===== src/rtl/pim_dma_cmd_queue_if.sv =====
// Core-to-queue PIM command channel: valid/ready handshake plus command operands.
interface pim_dma_cmd_queue_if;
  logic        i_cmd_valid;
  logic        o_cmd_ready;
  logic [2:0]  i_cmd_funct3;
  logic [3:0]  i_cmd_sel_pim;
  logic [12:0] i_cmd_size;
  logic [31:0] i_cmd_addr;

  modport master (
    output i_cmd_valid, i_cmd_funct3, i_cmd_sel_pim, i_cmd_size, i_cmd_addr,
    input  o_cmd_ready
  );

  modport slave (
    input  i_cmd_valid, i_cmd_funct3, i_cmd_sel_pim, i_cmd_size, i_cmd_addr,
    output o_cmd_ready
  );
endinterface


===== src/rtl/pim_dma_cmd_queue.sv =====
// PIM DMA command queue: FIFO of core commands issued one at a time to the DMA.
// Optional macro PIM_CMD_CHECK_EN drops illegal commands at pop and raises sticky o_err.
module pim_dma_cmd_queue #(
  parameter int FIFO_DEPTH = 4
) (
  input  logic                i_clk,
  input  logic                i_rst_n,
  pim_dma_cmd_queue_if.slave  cmd_if,
  output logic                o_dma_en,
  output logic [2:0]          o_funct3,
  output logic [3:0]          o_sel_pim,
  output logic [12:0]         o_size,
  output logic [31:0]         o_mem_addr,
  input  logic                i_dma_busy,
  output logic                o_cmd_done,
  output logic                o_queue_full,
  output logic                o_queue_empty,
  output logic                o_idle,
  output logic                o_err,
  input  logic                i_err_clr
);
  localparam int PTR_W   = $clog2(FIFO_DEPTH) + 1;
  localparam int IDX_W   = PTR_W - 1;
  localparam int ENTRY_W = 3 + 4 + 13 + 32;
  localparam logic [PTR_W-1:0] PTR_ONE = PTR_W'(1);

  typedef enum logic [2:0] {
    ST_IDLE      = 3'd0,
    ST_ISSUE     = 3'd1,
    ST_WAIT_BUSY = 3'd2,
    ST_WAIT_DONE = 3'd3
  } state_e;

`ifdef PIM_CMD_CHECK_EN
  function automatic logic cmd_legal(input logic [2:0] funct3, input logic [12:0] size);
    logic op_ok;
    op_ok = (funct3 == 3'b001) || (funct3 == 3'b010) || (funct3 == 3'b100);
    return op_ok && (size != 13'd0);
  endfunction
`endif

  state_e               state_q, state_d;
  logic [PTR_W-1:0]     wr_ptr_q, wr_ptr_d, rd_ptr_q, rd_ptr_d;
  logic [ENTRY_W-1:0]   mem_q [FIFO_DEPTH];
  logic [ENTRY_W-1:0]   mem_d [FIFO_DEPTH];
  logic [ENTRY_W-1:0]   op_q, op_d;
  logic                 dma_en_q, dma_en_d;
  logic                 err_q, err_d;
  logic                 full_s, empty_s, push_s, done_s, err_set_s;
  logic [ENTRY_W-1:0]   head_s, in_entry_s;

  assign full_s     = (wr_ptr_q[PTR_W-1] != rd_ptr_q[PTR_W-1]) &&
                      (wr_ptr_q[IDX_W-1:0] == rd_ptr_q[IDX_W-1:0]);
  assign empty_s    = (wr_ptr_q == rd_ptr_q);
  assign push_s     = cmd_if.i_cmd_valid && !full_s;
  assign head_s     = mem_q[rd_ptr_q[IDX_W-1:0]];
  assign in_entry_s = {cmd_if.i_cmd_funct3, cmd_if.i_cmd_sel_pim, cmd_if.i_cmd_size, cmd_if.i_cmd_addr};

  // FIFO write side; a pop in the same cycle never frees room for a push into a full FIFO
  always_comb begin
    mem_d    = mem_q;
    wr_ptr_d = wr_ptr_q;
    if (push_s) begin
      mem_d[wr_ptr_q[IDX_W-1:0]] = in_entry_s;
      wr_ptr_d                   = wr_ptr_q + PTR_ONE;
    end else begin
      wr_ptr_d = wr_ptr_q;
    end
  end

  // Issue FSM: pop in IDLE, strobe in ISSUE, then track DMA busy rise and fall
  always_comb begin
    state_d   = state_q;
    rd_ptr_d  = rd_ptr_q;
    op_d      = op_q;
    done_s    = 1'b0;
    err_set_s = 1'b0;
    case (state_q)
      ST_IDLE: begin
        if (!empty_s) begin
          rd_ptr_d = rd_ptr_q + PTR_ONE;
`ifdef PIM_CMD_CHECK_EN
          if (cmd_legal(head_s[51:49], head_s[44:32])) begin
            op_d    = head_s;
            state_d = ST_ISSUE;
          end else begin
            err_set_s = 1'b1;
            state_d   = ST_IDLE;
          end
`else
          op_d    = head_s;
          state_d = ST_ISSUE;
`endif
        end else begin
          state_d = ST_IDLE;
        end
      end
      ST_ISSUE: state_d = ST_WAIT_BUSY;
      ST_WAIT_BUSY: begin
        if (i_dma_busy) begin
          state_d = ST_WAIT_DONE;
        end else begin
          state_d = ST_WAIT_BUSY;
        end
      end
      ST_WAIT_DONE: begin
        if (!i_dma_busy) begin
          done_s  = 1'b1;
          state_d = ST_IDLE;
        end else begin
          state_d = ST_WAIT_DONE;
        end
      end
      default: state_d = ST_IDLE;
    endcase
  end

  // Strobe register and sticky error (set has priority over clear)
  always_comb begin
    dma_en_d = (state_d == ST_ISSUE);
`ifdef PIM_CMD_CHECK_EN
    if (err_set_s) begin
      err_d = 1'b1;
    end else if (i_err_clr) begin
      err_d = 1'b0;
    end else begin
      err_d = err_q;
    end
`else
    err_d = err_q & ~i_err_clr & err_set_s;
`endif
  end

  // State registers
  always_ff @(posedge i_clk or negedge i_rst_n) begin
    if (!i_rst_n) begin
      state_q  <= ST_IDLE;
      wr_ptr_q <= '0;
      rd_ptr_q <= '0;
      op_q     <= '0;
      dma_en_q <= 1'b0;
      err_q    <= 1'b0;
      for (int i = 0; i < FIFO_DEPTH; i++) begin
        mem_q[i] <= '0;
      end
    end else begin
      state_q  <= state_d;
      wr_ptr_q <= wr_ptr_d;
      rd_ptr_q <= rd_ptr_d;
      op_q     <= op_d;
      dma_en_q <= dma_en_d;
      err_q    <= err_d;
      mem_q    <= mem_d;
    end
  end

  assign cmd_if.o_cmd_ready = !full_s;
  assign o_dma_en           = dma_en_q;
  assign {o_funct3, o_sel_pim, o_size, o_mem_addr} = op_q;
  assign o_cmd_done         = done_s;
  assign o_queue_full       = full_s;
  assign o_queue_empty      = empty_s;
  assign o_idle             = empty_s && (state_q == ST_IDLE);
  assign o_err              = err_q;
endmodule


===== src/flat_wrapper.sv =====
// flat-port wrapper written by rule: the top's interface ports become plain ports
module pim_dma_cmd_queue_flat 
#(
  parameter int FIFO_DEPTH = 4
)
  (i_clk, i_rst_n, o_dma_en, o_funct3, o_sel_pim, o_size, o_mem_addr, i_dma_busy, o_cmd_done, o_queue_full, o_queue_empty, o_idle, o_err, i_err_clr, cmd_if_i_cmd_valid, cmd_if_i_cmd_funct3, cmd_if_i_cmd_sel_pim, cmd_if_i_cmd_size, cmd_if_i_cmd_addr, cmd_if_o_cmd_ready);
  pim_dma_cmd_queue_if cmd_if_i ();
  input  logic i_clk;
  input  logic i_rst_n;
  output logic o_dma_en;
  output logic [2:0] o_funct3;
  output logic [3:0] o_sel_pim;
  output logic [12:0] o_size;
  output logic [31:0] o_mem_addr;
  input  logic i_dma_busy;
  output logic o_cmd_done;
  output logic o_queue_full;
  output logic o_queue_empty;
  output logic o_idle;
  output logic o_err;
  input  logic i_err_clr;
  input wire logic [$bits(cmd_if_i.i_cmd_valid)-1:0] cmd_if_i_cmd_valid;
  input wire logic [$bits(cmd_if_i.i_cmd_funct3)-1:0] cmd_if_i_cmd_funct3;
  input wire logic [$bits(cmd_if_i.i_cmd_sel_pim)-1:0] cmd_if_i_cmd_sel_pim;
  input wire logic [$bits(cmd_if_i.i_cmd_size)-1:0] cmd_if_i_cmd_size;
  input wire logic [$bits(cmd_if_i.i_cmd_addr)-1:0] cmd_if_i_cmd_addr;
  output wire logic [$bits(cmd_if_i.o_cmd_ready)-1:0] cmd_if_o_cmd_ready;
  assign cmd_if_i.i_cmd_valid = cmd_if_i_cmd_valid;
  assign cmd_if_i.i_cmd_funct3 = cmd_if_i_cmd_funct3;
  assign cmd_if_i.i_cmd_sel_pim = cmd_if_i_cmd_sel_pim;
  assign cmd_if_i.i_cmd_size = cmd_if_i_cmd_size;
  assign cmd_if_i.i_cmd_addr = cmd_if_i_cmd_addr;
  assign cmd_if_o_cmd_ready = cmd_if_i.o_cmd_ready;
  pim_dma_cmd_queue #(.FIFO_DEPTH(FIFO_DEPTH)) u_core (.i_clk(i_clk), .i_rst_n(i_rst_n), .cmd_if(cmd_if_i), .o_dma_en(o_dma_en), .o_funct3(o_funct3), .o_sel_pim(o_sel_pim), .o_size(o_size), .o_mem_addr(o_mem_addr), .i_dma_busy(i_dma_busy), .o_cmd_done(o_cmd_done), .o_queue_full(o_queue_full), .o_queue_empty(o_queue_empty), .o_idle(o_idle), .o_err(o_err), .i_err_clr(i_err_clr));
endmodule

===== config.mk =====
export PLATFORM = sky130hd
export DESIGN_NAME = pim_dma_cmd_queue_flat
export DESIGN_NICKNAME = d
export VERILOG_FILES = /design/src/rtl/pim_dma_cmd_queue_if.sv /design/src/rtl/pim_dma_cmd_queue.sv /design/src/flat_wrapper.sv
export SDC_FILE = /design/constraint.sdc
export NUM_CORES = 1
export LEC_CHECK = 0
export CORE_UTILIZATION = 40
export CTS_CLUSTER_SIZE = 24
export DETAILED_ROUTE_END_ITERATION = 8
export PLACE_DENSITY_LB_ADDON = 0.08
export RECOVER_POWER = 100
export SETUP_SLACK_MARGIN = 0.3
export SLEW_MARGIN = 5
export SYNTH_ARGS = -nofsm -noshare
export SYNTH_HDL_FRONTEND = slang
export SYNTH_SLANG_ARGS = --single-unit

===== constraint.sdc =====
create_clock -name i_clk -period 4.1 [get_ports i_clk]
set_input_delay 1.23 -clock i_clk [delete_from_list [all_inputs] [get_ports i_clk]]
set_output_delay 1.23 -clock i_clk [all_outputs]
set_load 0.01 [all_outputs]

==> results.json <==
{
  "clock_insertion_delay_worst_skew_ps": 540,
  "synth.avg_cell_area_um2": 17.8,
  "grt_use_total": 0.172,
  "wire_per_inst_um": 20.8,
  "io_buffer_count": 113,
  "path_class": "in2out",
  "ys_seq_elements": 269,
  "core_region_area_mm2": 0.0289,
  "report.final.setup_viol": 0,
  "detailed_place.area_mm2": 0.0132,
  "power.density_cell_area_mw_per_mm2": 861,
  "firstDrtPassIters": 6,
  "ys_types": 26,
  "setup-tns-final_ps": 0,
  "cts_max_level": 1,
  "violations": "capacitance limit, slew limit",
  "vias_in_the_first_global_route": 6910,
  "status": "finished with violations",
  "fmax_mhz": 264,
  "first_pass_grt_wire_length_um": 40500,
  "yosysWarnings": 0,
  "antenna_found_initial": 1,
  "min-delay-path-class": "reg2reg",
  "timing.critical_path.cells": "dlygate4sd3_1, nor2_1, dlygate4sd3_1",
  "power.leakage_nw": 5.74,
  "pin_count_of_the_biggest_net_entering_global_routing": 83,
  "start_util": 0.408,
  "detailroute.via_count": 6100,
  "initialDrtViolationCount": 255,
  "die_h_um": 174,
  "finalHoldViolations": 0,
  "clock_net_sink_count": 269,
  "netlist_instances": 661,
  "crit_path_start_kind": "input port",
  "holdBufCountCts": 0,
  "placement_rows": 62,
  "ir_drop_mv": 0.359,
  "root_buffer": "sky130_fd_sc_hd__clkbuf_16",
  "synth_seq_area_share": 0.571,
  "design.die.area_mm2": 0.0301,
  "routability_congestion": 0.702,
  "finalWorstPathRequiredPeriod_ps": 3790,
  "finalInstanceArea_mm2": 0.0139,
  "min_period_over_period": 0.925,
  "crit_slowest_cell": "sky130_fd_sc_hd__dlygate4sd3_1",
  "final-max-slew-violation-count": 127,
  "finalClockSkew_ps": 10.7,
  "cts_tree": "done",
  "crit_top_cell": "sky130_fd_sc_hd__dlygate4sd3_1",
  "syn2layout_area_growth_pct": 17.8,
  "dpl.hpwl_um": 14800,
  "timing.critical_path.arrival_ps": 2560,
  "cp.required_ps": 2870,
  "totalWireLength_um": 24800,
  "drt-vias-per-instance": 5.12,
  "fin_util": 0.481,
  "maxSlewHeadroom": -0.330,
  "finish.net_count": 851,
  "cts_buffers": 29,
  "io_pins": 116,
  "clk_pin_slew_ps": 60,
  "antenna_violating_nets_left": 0,
  "worstMarginPinSlew_ps": 1980,
  "syn_nets": 723,
  "syn_area_mm2": 0.0118,
  "final_layout_size_suffix_gt1_frac": 0.367,
  "setup_repair_after_global_routing_missed_its_margin": "false",
  "drcViolationCount": 0,
  "grt_overflow_total": 0,
  "endpoint_kind": "output port",
  "path_max_fanout": 2,
  "ctsLongestPathBuffers": 3,
  "fp.dieW_um": 174,
  "setup.reg_to_reg.worst_slack_ps": 730,
  "drv.max_cap_violation_count": 4,
  "worst_path_largest_cell_delay_ps": 620
}
[logic make-up (layout without fill, tap and decap cells)]
kind of cell | after synthesis | in the layout | synth area share
simple gates | 13 | 13 | 0.00488
flops | 269 | 269 | 0.571
fa+ha+maj | 5 | 5 | 0.00531
xor+xnor | 8 | 8 | 0.0107
compound gates | 8 | 8 | 0.0102
buf+inv | 43 | 189 | 0.0320
other cells | 1 | 2 | 0.000318
mux | 314 | 314 | 0.365
[final cells by class]
class,instances,area [um^2]
flip-flops and latches,269,6740
fillers,2521,15000
inverters,4,15.0
repair buffers,136,1270
multi-input cells,349,4460
diodes,1,2.50
well taps,384,480
clock inverters,2,13.8
clock buffers,47,893
[through the flow]
| step | worst slack [ps] | power (mW) | std cells | hold slack [ps] |
|---|---|---|---|---|
| floorplan | 1440 | 8.42 | 661 | 475 |
| global placement | 485 | 9.78 | 1136 | 466 |
| detailed placement | 484 | 10.0 | 1136 | 476 |
| CTS | 326 | 12.6 | 1185 | 489 |
| global route | 270 | 12.7 | 1191 | 498 |
| finish | 306 | 12.0 | 1192 | 477 |
[placed cells by master, fill, tap and decap left out, types with 2 or more instances in the layout]
| master | instances |
|---|---|
| sky130_fd_sc_hd__mux2_1 | 84 |
| sky130_fd_sc_hd__clkbuf_2 | 6 |
| sky130_fd_sc_hd__clkdlybuf4s50_1 | 52 |
| sky130_fd_sc_hd__mux4_2 | 52 |
| sky130_fd_sc_hd__a31oi_4 | 3 |
| sky130_fd_sc_hd__xor2_1 | 3 |
| sky130_fd_sc_hd__inv_1 | 4 |
| sky130_fd_sc_hd__buf_4 | 7 |
| sky130_fd_sc_hd__nand2_1 | 6 |
| sky130_fd_sc_hd__clkbuf_16 | 29 |
| sky130_fd_sc_hd__clkbuf_8 | 10 |
| sky130_fd_sc_hd__dfrtp_4 | 2 |
| sky130_fd_sc_hd__mux2_4 | 3 |
| sky130_fd_sc_hd__a31oi_1 | 3 |
| sky130_fd_sc_hd__dfrtp_1 | 267 |
| sky130_fd_sc_hd__ha_1 | 5 |
| sky130_fd_sc_hd__dlygate4sd3_1 | 60 |
| sky130_fd_sc_hd__mux2_2 | 175 |
| sky130_fd_sc_hd__clkbuf_4 | 3 |
| sky130_fd_sc_hd__nor2_1 | 4 |
| sky130_fd_sc_hd__clkbuf_1 | 15 |
| sky130_fd_sc_hd__xnor2_1 | 3 |
[where the power goes]
group | internal [mW] | switching [mW]
Clock | 1.47 | 1.00
Combinational | 2.80 | 1.92
Sequential | 4.05 | 0.707
Total | 8.32 | 3.63
[metal layers]
| metal | up-vias | part of all wire | global-route usage |
|---|---|---|---|
| met5 | - | 0 | 0 |
| met4 | 0 | 0.014 | 0.0340 |
| met3 | 31 | 0.039 | 0.0298 |
| met2 | 100 | 0.50 | 0.286 |
| met1 | 3274 | 0.45 | 0.237 |
| li1 | 2695 | - | - |
[final timing paths]
kind                                    start            endpoint  cells past startpoint
hold reg to reg               u_core.op_q[47]     u_core.op_q[47]                      1
min in group asynchronous             i_rst_n     u_core.op_q[43]                      1
hold / removal                u_core.op_q[47]     u_core.op_q[47]                      1
setup / recovery                   i_dma_busy          o_cmd_done                      3
max in group asynchronous             i_rst_n  u_core.rd_ptr_q[1]                      2
setup reg to reg           u_core.rd_ptr_q[1]     u_core.op_q[26]                      5
[state kept, by name, indices dropped and copies added (netlist names)]
signal and flops:
u_core.o_dma_en 1, u_core.rd_ptr_q 3, u_core.wr_ptr_q 3, u_core.op_q 52, u_core.state_q 2, u_core.mem_q 208
[Yosys cell counts]
library cell               number  area, um^2
sky130_fd_sc_hd__mux2_2       176        1980
sky130_fd_sc_hd__buf_4          3        22.5
sky130_fd_sc_hd__mux2_1        37         417
sky130_fd_sc_hd__a31oi_4        4        85.1
sky130_fd_sc_hd__xor2_1         3        26.3
sky130_fd_sc_hd__mux2_4        49         736
sky130_fd_sc_hd__buf_2          7        35.0
sky130_fd_sc_hd__ha_1           5        62.6
sky130_fd_sc_hd__a21o_1         1        7.51
sky130_fd_sc_hd__or3b_2         1        8.76
sky130_fd_sc_hd__nor2_1         4        15.0
sky130_fd_sc_hd__xor2_4         1        27.5
sky130_fd_sc_hd__nand3_1        1        5.00
sky130_fd_sc_hd__nand2_1        6        22.5
sky130_fd_sc_hd__a31oi_1        2        12.5
sky130_fd_sc_hd__clkbuf_8       6        82.6
sky130_fd_sc_hd__clkbuf_1       5        18.8
sky130_fd_sc_hd__inv_1          4        15.0
sky130_fd_sc_hd__dfrtp_1      269        6730
sky130_fd_sc_hd__buf_6         18         203
sky130_fd_sc_hd__nor4_1         1        6.26
sky130_fd_sc_hd__mux4_2        52        1170
sky130_fd_sc_hd__xnor2_1        2        17.5
sky130_fd_sc_hd__conb_1         1        3.75
sky130_fd_sc_hd__xnor2_4        2        55.1
sky130_fd_sc_hd__a311oi_2       1        15.0
[timing repair]
item,4_1_cts,5_1_grt
hold endpoints to repair,0,0
buffers inserted,0,6
endpoints found under the setup margin,0,1
resized for setup,0,0
[worst max-delay path: cells and delay by family]
kind                   cells  cell delay [ps]
buffers and inverters      2             1190
AND/OR/NAND/NOR            1              150
Note: power is estimated with default switching activity, not from simulation.
